### config.mk
export PLATFORM = sky130hd
export DESIGN_NAME = data_mem_arbiter
export DESIGN_NICKNAME = d
export VERILOG_FILES = /design/src/rtl/data_mem_arb_pkg.sv /design/src/rtl/data_mem_arbiter_starve.sv /design/src/rtl/data_mem_arbiter.sv
export SDC_FILE = /design/constraint.sdc
export NUM_CORES = 1
export LEC_CHECK = 0
export ABC_AREA = 0
export BUFFER_PORTS_ARGS = -buffer_cell sky130_fd_sc_hd__clkbuf_2
export CAP_MARGIN = 15
export CORE_MARGIN = 2
export CORE_UTILIZATION = 44
export DETAILED_ROUTE_END_ITERATION = 6
export PLACE_DENSITY = 0.84
export SYNTH_ARGS = -nofsm -noshare
export SYNTH_HDL_FRONTEND = slang
export SYNTH_SLANG_ARGS = --single-unit
export TNS_END_PERCENT = 1
### constraint.sdc
create_clock -name clk -period 8.6 [get_ports clk]
set_input_delay 2.15 -clock clk [delete_from_list [all_inputs] [get_ports clk]]
set_output_delay 2.15 -clock clk [all_outputs]
set_load 0.05 [all_outputs]
### src/rtl/data_mem_arb_pkg.sv
// Shared types and constants for the data memory arbiter.
package data_mem_arb_pkg;

    typedef enum logic {
        REQ_CPU,
        REQ_AUX
    } req_id_t;

    localparam int unsigned DEFAULT_MAX_BURST = 4;
    localparam int unsigned STARVE_CNT_W      = 4;

endpackage : data_mem_arb_pkg

### src/rtl/data_mem_arbiter_starve.sv
// Saturating starvation counter for the auxiliary requester.
// force_aux is raised once the count reaches LIMIT; hold freezes the count.
module arb_starve_cnt
    import data_mem_arb_pkg::*;
#(
    parameter int unsigned LIMIT = DEFAULT_MAX_BURST
) (
    input  logic clk,
    input  logic rst,
    input  logic inc,
    input  logic clr,
    input  logic hold,
    output logic force_aux
);

    localparam logic [STARVE_CNT_W-1:0] LIMIT_C = STARVE_CNT_W'(LIMIT);

    logic [STARVE_CNT_W-1:0] cnt_q;
    logic [STARVE_CNT_W-1:0] cnt_d;

    // Next count: hold beats clear beats increment; saturate at LIMIT.
    always_comb begin
        cnt_d = cnt_q;
        if (hold) begin
            cnt_d = cnt_q;
        end else if (clr) begin
            cnt_d = '0;
        end else if (inc && (cnt_q != LIMIT_C)) begin
            cnt_d = cnt_q + 1'b1;
        end
    end

    // Counter register.
    always_ff @(posedge clk or posedge rst) begin
        if (rst) begin
            cnt_q <= '0;
        end else begin
            cnt_q <= cnt_d;
        end
    end

    assign force_aux = (cnt_q == LIMIT_C);

endmodule : arb_starve_cnt

### src/rtl/data_mem_arbiter.sv
// Two-requester arbiter in front of a single-port data memory.
// Requester 0 (CPU) has fixed priority; requester 1 (aux) is guaranteed a slot
// after MAX_BURST consecutive CPU grants. Read data returns one cycle later.
// Optional macro DATA_MEM_ARB_LOCK_EN adds lock0 for atomic CPU sequences.
module data_mem_arbiter
    import data_mem_arb_pkg::*;
#(
    parameter int unsigned DATA_SIZE = 8,
    parameter int unsigned ADDR_SIZE = 5,
    parameter int unsigned MAX_BURST = DEFAULT_MAX_BURST
) (
    input  logic                 clk,
    input  logic                 rst,
`ifdef DATA_MEM_ARB_LOCK_EN
    input  logic                 lock0,
`endif
    input  logic                 req0,
    input  logic                 we0,
    input  logic [ADDR_SIZE-1:0] addr0,
    input  logic [DATA_SIZE-1:0] wdata0,
    input  logic                 req1,
    input  logic                 we1,
    input  logic [ADDR_SIZE-1:0] addr1,
    input  logic [DATA_SIZE-1:0] wdata1,
    output logic                 gnt0,
    output logic                 gnt1,
    output logic                 rvalid0,
    output logic                 rvalid1,
    output logic [DATA_SIZE-1:0] rdata0,
    output logic [DATA_SIZE-1:0] rdata1,
    output logic                 mem_w,
    output logic [ADDR_SIZE-1:0] mem_addr,
    output logic [DATA_SIZE-1:0] mem_wdata,
    input  logic [DATA_SIZE-1:0] mem_rdata
);

    logic                 force_aux;
    logic                 lock_hold;
    logic                 gnt_any;
    req_id_t              sel;
    logic                 rvalid0_q, rvalid1_q;
    logic [DATA_SIZE-1:0] rdata0_q, rdata1_q;

`ifdef DATA_MEM_ARB_LOCK_EN
    assign lock_hold = req0 && lock0;
`else
    assign lock_hold = 1'b0;
`endif

    arb_starve_cnt #(
        .LIMIT (MAX_BURST)
    ) u_starve (
        .clk       (clk),
        .rst       (rst),
        .inc       (gnt0 && req1),
        .clr       (gnt1 || !req1),
        .hold      (lock_hold),
        .force_aux (force_aux)
    );

    // Grant selection: aux wins when alone or when forced (and not locked out).
    always_comb begin
        gnt_any = 1'b0;
        sel     = REQ_CPU;
        if (!rst) begin
            if (req1 && (!req0 || (force_aux && !lock_hold))) begin
                gnt_any = 1'b1;
                sel     = REQ_AUX;
            end else if (req0) begin
                gnt_any = 1'b1;
                sel     = REQ_CPU;
            end
        end
    end

    assign gnt0 = gnt_any && (sel == REQ_CPU);
    assign gnt1 = gnt_any && (sel == REQ_AUX);

    // Memory port mux: granted requester drives the memory, otherwise all zero.
    always_comb begin
        mem_w     = 1'b0;
        mem_addr  = '0;
        mem_wdata = '0;
        if (gnt0) begin
            mem_w     = we0;
            mem_addr  = addr0;
            mem_wdata = wdata0;
        end else if (gnt1) begin
            mem_w     = we1;
            mem_addr  = addr1;
            mem_wdata = wdata1;
        end
    end

    // Read response registers: one-cycle valid pulse, data held until next read.
    always_ff @(posedge clk or posedge rst) begin
        if (rst) begin
            rvalid0_q <= 1'b0;
            rvalid1_q <= 1'b0;
            rdata0_q  <= '0;
            rdata1_q  <= '0;
        end else begin
            rvalid0_q <= gnt0 && !we0;
            rvalid1_q <= gnt1 && !we1;
            if (gnt0 && !we0) begin
                rdata0_q <= mem_rdata;
            end
            if (gnt1 && !we1) begin
                rdata1_q <= mem_rdata;
            end
        end
    end

    assign rvalid0 = rvalid0_q;
    assign rvalid1 = rvalid1_q;
    assign rdata0  = rdata0_q;
    assign rdata1  = rdata1_q;

endmodule : data_mem_arbiter

==> impl_metrics.ini, run 1 <==
[worst_setup_path]
crit_arrival_ns = 4.03
cp-end-kind = primary output
cp_data_required_time_ns = 6.45
startpoint = rst
critPathLaunchType = input pin
timing.rr.start = u_starve.cnt_q[0]
path_max_fanout = 24
crit_type = input pin to primary output

[power_and_ir_drop]
powerDensity_mw_per_mm2 = 221
leakage_uw = 0.000800
ir_drop_mv = 0.171
power_uw = 336

[floorplanning]
die_height_um = 53.8
ios = 74
core-area_mm2 = 0.00241
initial_core_util_pct = 45.3
fp-row-count = 18
fp.dieW_um = 53.8
die-area_mm2 = 0.00289

[clock_network]
cts_setup_buffers = 0
clk_latency_ns = 0.30
htree_levels = 1
clkTransAtPathRegs_ns = 0.12
cts_root_buf = clkbuf_4
post_cts_resized = 0
clkSinkCount = 22
tritoncts = yes
cts.path.max_buffers = 2
cts_hold_buf = 0
cts_made_buffers = 3

[global_route]
grt.overflow.total = 0
grt_pass1_wl_um = 3610
grt.total_usage_pct = 17.6
first_global_vias = 820
grt_max_degree = 25
antenna_found_initial = 0

[synth]
synth_nets = 126
synthTopCellsByArea = dfrtp_1 (50%), mux2_2 (17%), a22o_1 (11%)
async_flop_share_pct = 100
synth_edf_count = 0
yosysWarnings = 0
synth_area_per_cell_um2 = 13.0
syn_inst = 84
synth_flop_cell = dfrtp_1
syn-cell-area_mm2 = 0.00109
ys_seq_area_share_pct = 50.5
yosys.area.top_type = dfrtp_1
synth_top_area_share_pct = 50.5
ys_ff_latch = 22
synthDistinctLibCells = 23

[detailed_routing]
drc = 0
dr.pass1.iters = 3
drtAntennaViolNets = 0
wl_um = 2510
wl_per_cell_um = 13.4
dr.first_iter.drc_count = 7
avgViaCountPerCell = 5.28
vias = 987

[sta]
rsz0062_at_grt = no
clock-skew-final_ns = 0.00971
finalSetupTns_ns = 0
hold_viol = 0
slew_headroom_pct = 25.5
tightestPinTransition_ns = 1.12
finalCritPeriodShare_pct = 71.9
setup_viol = 0
hold_slack_ns = 0.523
drv_slew = 0
fin_crit_ns = 6.18
fmax_ghz = 0.162

[flow_run]
drv_cap = 0

[worst_hold_path]
min_from = rdata0[3]
hold_class = register to register

[place]
io_buffer_count = 73
gp_congestion = 0.870
place_hpwl_um = 2050

[cells_and_area]
nets = 200
antennaDiodeCount = 0
area_growth_syn_to_layout_pct = 39.2
final_util_pct = 63.0
drive_above_1_share_pct = 61.8

[outcome]
outcome = complete, no violations
placed cells by master (no fill, tap or decap):
cell,count
a211oi_4,1
a21boi_0,1
a21oi_1,2
a22o_1,14
and3_1,1
and4bb_2,1
bufinv_16,1
clkbuf_2,73
clkbuf_4,3
dfrtp_1,22
ha_1,2
inv_1,4
mux2_2,16
nand2_1,3
nand2b_4,1
nand3_1,3
nand3b_2,1
nand4b_1,3
nor3b_1,2
o21ai_0,1
o31ai_1,1
xor2_1,1
sequential cells by signal, indices dropped and copies added, names as in the netlist:
register and cells:
rvalid1 1, u_starve.cnt_q 4, rdata1 8, rdata0 8, rvalid0 1
cell families (layout without fill, tap and decap cells):
kind of cell,after synthesis,in the layout,synth area share [%]
buf+inv,8,81,3.90
mux,16,16,16.5
compound gates,20,20,15.8
flops,22,22,50.5
xor+xnor,1,1,0.803
simple gates,15,15,10.2
fa+ha+maj,2,2,2.29
cells in the mapped netlist, drive strengths merged, types with 2 or more instances:
| library cell | number |
|---|---|
| a22o | 14 |
| nand3 | 3 |
| ha | 2 |
| mux2 | 16 |
| nand2 | 3 |
| dfrtp | 22 |
| nor3b | 2 |
| buf | 3 |
| nand4b | 3 |
| inv | 4 |
| a21oi | 2 |
metal layers:
layer	wire length [µm]	global-route usage [%]	vias up
met5	0	0	-
met4	24	7.69	0
met3	251	1.67	4
met2	1160	30.5	61
met1	1080	22.3	462
li1	-	-	460
final timing paths:
path                                endpoint  slack [ns]  cells past startpoint
max                             mem_wdata[4]        2.42                      5
min                                rdata0[3]        0.52                      1
max reg2reg                u_starve.cnt_q[3]        6.53                      5
min reg2reg                        rdata0[3]        0.52                      1
max in group asynchronous          rdata0[2]        5.99                      2
min in group asynchronous            rvalid0        2.08                      2
final cells by class:
cell class / instances / area [µm²]
clock buffer: 3 / 22.5
timing repair buffer: 73 / 365
clock inverter: 1 / 30.0
fill: 192 / 891
sequential: 22 / 551
inverter: 4 / 15.0
multi-input combinational: 54 / 498
tap: 30 / 37.5
worst max-delay path: stages:
cell and delay [ns]:
clkbuf_2 0.15, inv_1 0.64, and3_1 0.59, a22o_1 0.22
clkbuf_2 0.28
metrics by stage:
stage	std cells	area (µm²)	setup slack (ns)
after floorplan	84	1090	2.51
after global placement	183	1470	2.46
after detailed placement	183	1470	2.37
after CTS	187	1520	2.37
after global routing	187	1520	2.19
final	187	1520	2.42
where the power goes:
| group | leakage [µW] | internal [µW] | switching, µW |
|---|---|---|---|
| combinational | 0.000499 | 35.5 | 95.3 |
| clock | 0.0000279 | 47.1 | 29.3 |
| sequential | 0.000273 | 119 | 9.14 |
| total | 0.000800 | 202 | 134 |
Power figures use the tool's default switching activity.
==> run 2: changes to the inputs <==
--- a/config.mk
+++ b/config.mk
@@ -5,13 +5,13 @@
 export SDC_FILE = /design/constraint.sdc
 export NUM_CORES = 1
 export LEC_CHECK = 0
-export ABC_AREA = 0
+export ABC_AREA = 1
 export BUFFER_PORTS_ARGS = -buffer_cell sky130_fd_sc_hd__clkbuf_2
 export CAP_MARGIN = 15
 export CORE_MARGIN = 2
-export CORE_UTILIZATION = 44
+export CORE_UTILIZATION = 42
 export DETAILED_ROUTE_END_ITERATION = 6
-export PLACE_DENSITY = 0.84
+export PLACE_DENSITY = 0.79
 export SYNTH_ARGS = -nofsm -noshare
 export SYNTH_HDL_FRONTEND = slang
 export SYNTH_SLANG_ARGS = --single-unit
==> constraint.sdc (replaced) <==
create_clock -name clk -period 6 [get_ports clk]
set_input_delay 1.5 -clock clk [delete_from_list [all_inputs] [get_ports clk]]
set_output_delay 1.5 -clock clk [all_outputs]
set_load 0.05 [all_outputs]
==> run 2 against run 1 <==
- hold slack worse by 0.023 ns
- synthesized area is 8.8% higher
- die area is 13% higher
- global-route usage is 0.88 points higher
- via count is 22% higher
- first-iteration DRC count grew to 4.7 times the previous value
- utilization is 3.6 points lower
- combinational power is 46% higher
- final area is 6.0% higher
- critical endpoint is now mem_addr[3]
- largest cell class is now multi-input combinational cells
- largest power group unchanged
==> impl_metrics.ini, run 2 <==
[outcome]
outcome = complete, no violations

[worst_setup_path]
path_max_fanout = 24
cp-end-kind = primary output
r2r_setup_slack_ns = 4.60
crit_path_top_delay_cell = inv_2
path_cells = clkbuf_2 > inv_2 > nand2_1 > nand2_4 > nand2_2 > inv_2 > nand2_1 > nand2_1 > clkbuf_2
cp_num_cells = 9
timing.rr.start = u_starve.cnt_q[0]
crit_top_cell = nand2_1
crit_path_max_incr_delay_ns = 0.37
startpoint = rst
critPathLaunchType = input pin
r2r_end = rdata1[5]
crit_arrival_ns = 3.04
rr_worst_depth = 8
cp_data_required_time_ns = 4.50
crit_type = input pin to primary output
cp_top_family = buffers and inverters
crit_buf_inv = 4
crit_end = mem_addr[3]

[global_route]
gr-usage-met1_pct = 24.0
grt.busiest_layer = met2
met2_usage_pct = 30.5
first_global_vias = 1126
gr-usage-met3_pct = 4.76
grt.overflow.total = 0
grt.total_usage_pct = 18.5
grt_max_degree = 25
grt_pass1_wl_um = 4820
antenna_found_initial = 0

[synth]
yosysWarnings = 0
syn-cell-area_mm2 = 0.00119
synth_nets = 194
synth_top_area_share_pct = 46.4
yosysMostFrequentCell = nand2_1
synth_common_cells = nand2_1 (85), dfrtp_1 (22), nand4_1 (9)
yosys.area.top_type = dfrtp_1
syn_inst = 152
synth_area_per_cell_um2 = 7.81
synthTopCellsByArea = dfrtp_1 (46%), nand2_1 (27%), nand4_1 (4.7%)
async_flop_share_pct = 100
synth_edf_count = 0
ys_ff_latch = 22
synth_flop_cell = dfrtp_1
ys_seq_area_share_pct = 46.4
synthDistinctLibCells = 19

[detailed_routing]
wl_um = 2940
drtAntennaViolNets = 0
dr.pass1.iters = 4
avgViaCountPerCell = 4.70
dr.first_iter.drc_count = 33
wl_per_cell_um = 11.4
vias = 1209
drc = 0

[floorplanning]
core-area_mm2 = 0.00271
fp.dieW_um = 57.2
die_height_um = 57.2
initial_core_util_pct = 43.8
fp-row-count = 19
ios = 74
die-area_mm2 = 0.00327

[sta]
fin_crit_ns = 4.54
hold_viol = 0
rsz0062_at_grt = no
drv_slew = 0
fmax_ghz = 0.220
finalCritPeriodShare_pct = 75.7
clock-skew-final_ns = 0.00497
slew_headroom_pct = 66.5
setup_viol = 0
tightestPinTransition_ns = 0.502
finalSetupTns_ns = 0

[power_and_ir_drop]
power_frac_comb_pct = 39.4
p_sw_uw = 207
ir_drop_mv = 0.216
powerDensity_mw_per_mm2 = 302
switching_share_pct = 42.5
leakage_uw = 0.00103
internal_power_uw = 279
seq_power_share_pct = 37.3
pwr-share-clk_pct = 23.3

[place]
place_hpwl_um = 2290
gp_congestion = 0.759
io_buffer_count = 73
place_area_mm2 = 0.00156

[flow_run]
drv_cap = 0

[cells_and_area]
antennaDiodeCount = 0
area_growth_syn_to_layout_pct = 35.6
nets = 269
fin_area_mm2 = 0.00161
drive_above_1_share_pct = 39.8
final_cell_mix = nand2_1 (85), clkbuf_2 (73), dfrtp_1 (22), nand4_1 (9), inv_1 (6)
layout_commonest_cell = nand2_1

[clock_network]
cts_hold_buf = 0
cts_setup_buffers = 0
cts_root_buf = clkbuf_4
clk_latency_ns = 0.31
clkSinkCount = 22
cts.path.max_buffers = 2
htree_levels = 1
clkTransAtPathRegs_ns = 0.12
post_cts_resized = 0
tritoncts = yes
cts_made_buffers = 3

[worst_hold_path]
hold_class = register to register
run 2: cell count changes in the layout (fill, tap and decap cells not counted), moves of 2 or more:
cell | previous run | this run
nor2_1 | 0 | 2
nand4b_1 | 3 | 0
nand4_1 | 0 | 9
a21oi_1 | 2 | 0
nand2_1 | 3 | 85
nand2_4 | 0 | 4
mux2_2 | 16 | 0
a22o_1 | 14 | 0
inv_2 | 0 | 4
nor3b_1 | 2 | 0
inv_1 | 4 | 6
nor3_1 | 0 | 2
o21ai_0 | 1 | 3
run 2: how the worst min path moves through the flow:
stage | from | end | cells after the start
after floorplan | u_starve.cnt_q[2] | u_starve.cnt_q[2] | 2
after global placement | rdata0[3] | rdata0[3] | 2
after detailed placement | rdata1[1] | rdata1[1] | 2
after CTS | rdata1[1] | rdata1[1] | 2
after global routing | rdata0[4] | rdata0[4] | 2
final | rdata1[1] | rdata1[1] | 2
run 2: final cells by class:
class                   instances  area (µm²)
flip-flops and latches         22         551
multi-input cells             115         556
clock inverters                 1        30.0
repair buffers                 73         365
inverters                      12        47.5
clock buffers                   3        22.5
well taps                      31        38.8
fillers                       277        1100
run 2: metal layers:
layer  vias to the layer above  share of wire, %
met2                        33                52
met1                       548                42
met4                         0              0.92
li1                        624                 -
met5                         -                 0
met3                         4               5.5
run 2: power groups by stage:
| stage | Combinational (µW) | Sequential, µW | Clock [µW] |
|---|---|---|---|
| final | 191 | 181 | 113 |
| after floorplan | 71.2 | 254 | 0 |
| after global routing | 203 | 183 | 123 |
| after global placement | 190 | 184 | 0 |
| after detailed placement | 193 | 183 | 0 |
| after CTS | 193 | 181 | 113 |
run 2: cell families (layout without fill, tap and decap cells):
kind of cell / count (synthesis) / count (layout) / share of synthesized area, %
and+or+nand+nor: 109 / 109 / 42.7
DFF: 22 / 22 / 46.4
buffers and inverters: 15 / 89 / 6.85
AOI/OAI and AO/OA: 3 / 3 / 1.26
adders and majority gates: 2 / 2 / 2.11
xor gates and xnor gates: 1 / 1 / 0.738
run 2: metrics by stage:
step	hold slack (ns)	std cells	utilization, %	power, µW	setup WS (ns)
floorplan	0.526	152	-	325	1.22
global placement	0.466	253	57.5	374	1.48
detailed placement	0.467	253	57.5	376	1.45
CTS	0.501	257	59.4	487	1.43
global route	0.522	257	59.4	509	1.27
finish	0.500	257	59.4	486	1.46
run 2: worst min-delay path, cell delays in order (launching register included):
cell,delay [ns]
dfrtp_1,0.37
nand2_1,0.05
nand2_1,0.05
==> run 3: changes to the inputs <==
==> constraint.sdc (replaced) <==
create_clock -name clk -period 4.6 [get_ports clk]
set_input_delay 1.15 -clock clk [delete_from_list [all_inputs] [get_ports clk]]
set_output_delay 1.15 -clock clk [all_outputs]
set_load 0.05 [all_outputs]
==> run 3 against run 2 <==
- clock-buffer cell count up 1
- final area fell by 0.54%
- global-route usage decreased by 0.22 points
- power up 22%
- sequential power is 30% higher
- first-iteration DRC count rose by 33%
- non-clock buffer count grew 1
- utilization fell by 0.32 points
- sequential share of layout area grew 0.19 points
- critical endpoint is now mem_w
- largest power group unchanged
- highest routed layer unchanged
==> impl_metrics.ini, run 3 (synthesis results as in run 2) <==
[outcome]
outcome = complete, no violations

[place]
dpl.cell_count = 254
io_buffer_count = 73
place_hpwl_um = 2300
gp_congestion = 0.758

[worst_setup_path]
cp-end-kind = primary output
crit_arrival_ns = 2.41
path_max_fanout = 15
cp_data_required_time_ns = 3.45
critPathLaunchType = input pin
crit_type = input pin to primary output

[detailed_routing]
wl_met3_um = 146
top_layer_used = met4
wl_met1_um = 1270
avgViaCountPerCell = 4.59
dr.pass1.iters = 4
wl_um = 2770
vias = 1184
met2RoutedLength_um = 1340
wl_per_cell_um = 10.7
drtAntennaViolNets = 0
dr.first_iter.drc_count = 44
drc = 0

[flow_run]
drv_cap = 0

[sta]
fin_crit_ns = 3.56
clock-skew-final_ns = 0.00219
finalSetupTns_ns = 0
finalCritPeriodShare_pct = 77.3
hold_viol = 0
drv_slew = 0
slew_headroom_pct = 80.4
fmax_ghz = 0.281
tightestPinTransition_ns = 0.293
rsz0062_at_grt = no
setup_viol = 0

[cells_and_area]
finalNonFillerCells = 258
layout_commonest_cell = nand2_1
nets = 270
nFillCells = 269
final_cell_mix = nand2_1 (85), clkbuf_2 (73), dfrtp_1 (22), nand4_1 (9), inv_1 (6)
final_util_pct = 59.1
drive_above_1_share_pct = 40.1
area_growth_syn_to_layout_pct = 34.9
antennaDiodeCount = 0

[floorplanning]
fp-row-count = 19
core-area_mm2 = 0.00271
ios = 74
die-area_mm2 = 0.00327
initial_core_util_pct = 43.8
fp.dieW_um = 57.2
die_height_um = 57.2

[global_route]
grt.overflow.total = 0
grt_pass1_wl_um = 4730
first_global_vias = 1035
grt.total_usage_pct = 18.3
antenna_found_initial = 0
grt_max_degree = 16

[power_and_ir_drop]
powerDensity_mw_per_mm2 = 368
ir_drop_mv = 0.306
leakage_uw = 0.00102

[worst_hold_path]
hold_class = register to register

[clock_network]
cts_made_buffers = 3
post_cts_resized = 0
htree_levels = 1
cts_setup_buffers = 0
tritoncts = yes
cts.path.max_buffers = 2
cts_root_buf = clkbuf_4
clkSinkCount = 22
cts_hold_buf = 0
clk_latency_ns = 0.31
clkTransAtPathRegs_ns = 0.11
==> run 3: cell types whose count changed in the layout (fill, tap and decap cells not counted), sizes merged <==
cell    before  now
clkbuf      76   77
bufinv       1    0
buf          0    1
==> run 3: report_power, final <==
part	switching [µW]	internal, µW
Clock	56.8	48.3
Combinational	193	56.2
Sequential	15.3	220
Total	265	325
==> run 3: per-layer routing <==
metal  track usage [%]  up-vias
met5                 0        -
met4              1.99        0
met3              5.22        2
met2              27.1       28
met1              27.8      529
li1                  -      625
==> run 3: final timing paths <==
kind,start,endpoint,slack [ns],cells past startpoint
setup reg to reg,u_starve.cnt_q[0],rdata1[1],3.22,8
setup / recovery,rst,mem_w,1.04,9
min in group asynchronous,rst,rdata0[2],0.73,2
hold reg to reg,rdata0[5],rdata0[5],0.49,2
max in group asynchronous,rst,rdata0[4],3.42,3
hold / removal,rdata0[5],rdata0[5],0.49,2
==> run 3: critical path: stages <==
cell	delay [ns]
clkbuf_2	0.09
inv_2	0.18
nand2_4	0.10
inv_4	0.10
nand2_4	0.12
inv_2	0.20
nand2_1	0.06
o21ai_0	0.09
clkbuf_2	0.31
==> run 3: area by class of cell <==
type	count	area [µm²]	area share, %
multi-input cells	115	556	34.7
flip-flops and latches	22	551	34.4
repair buffers	74	373	23.3
inverters	12	47.5	2.97
well taps	31	38.8	2.42
clock buffers	4	36.3	2.27
==> run 3: per-stage QoR <==
step	total power, µW	cell area, µm²	hold slack, ns	setup slack [ns]
5_1_grt	624	1600	0.525	0.884
4_1_cts	595	1600	0.495	1.01
6_report	590	1600	0.492	1.04
3_3_place_gp	489	1570	0.464	1.03
2_1_floorplan	425	1190	0.526	0.520
3_5_place_dp	490	1570	0.465	1.02
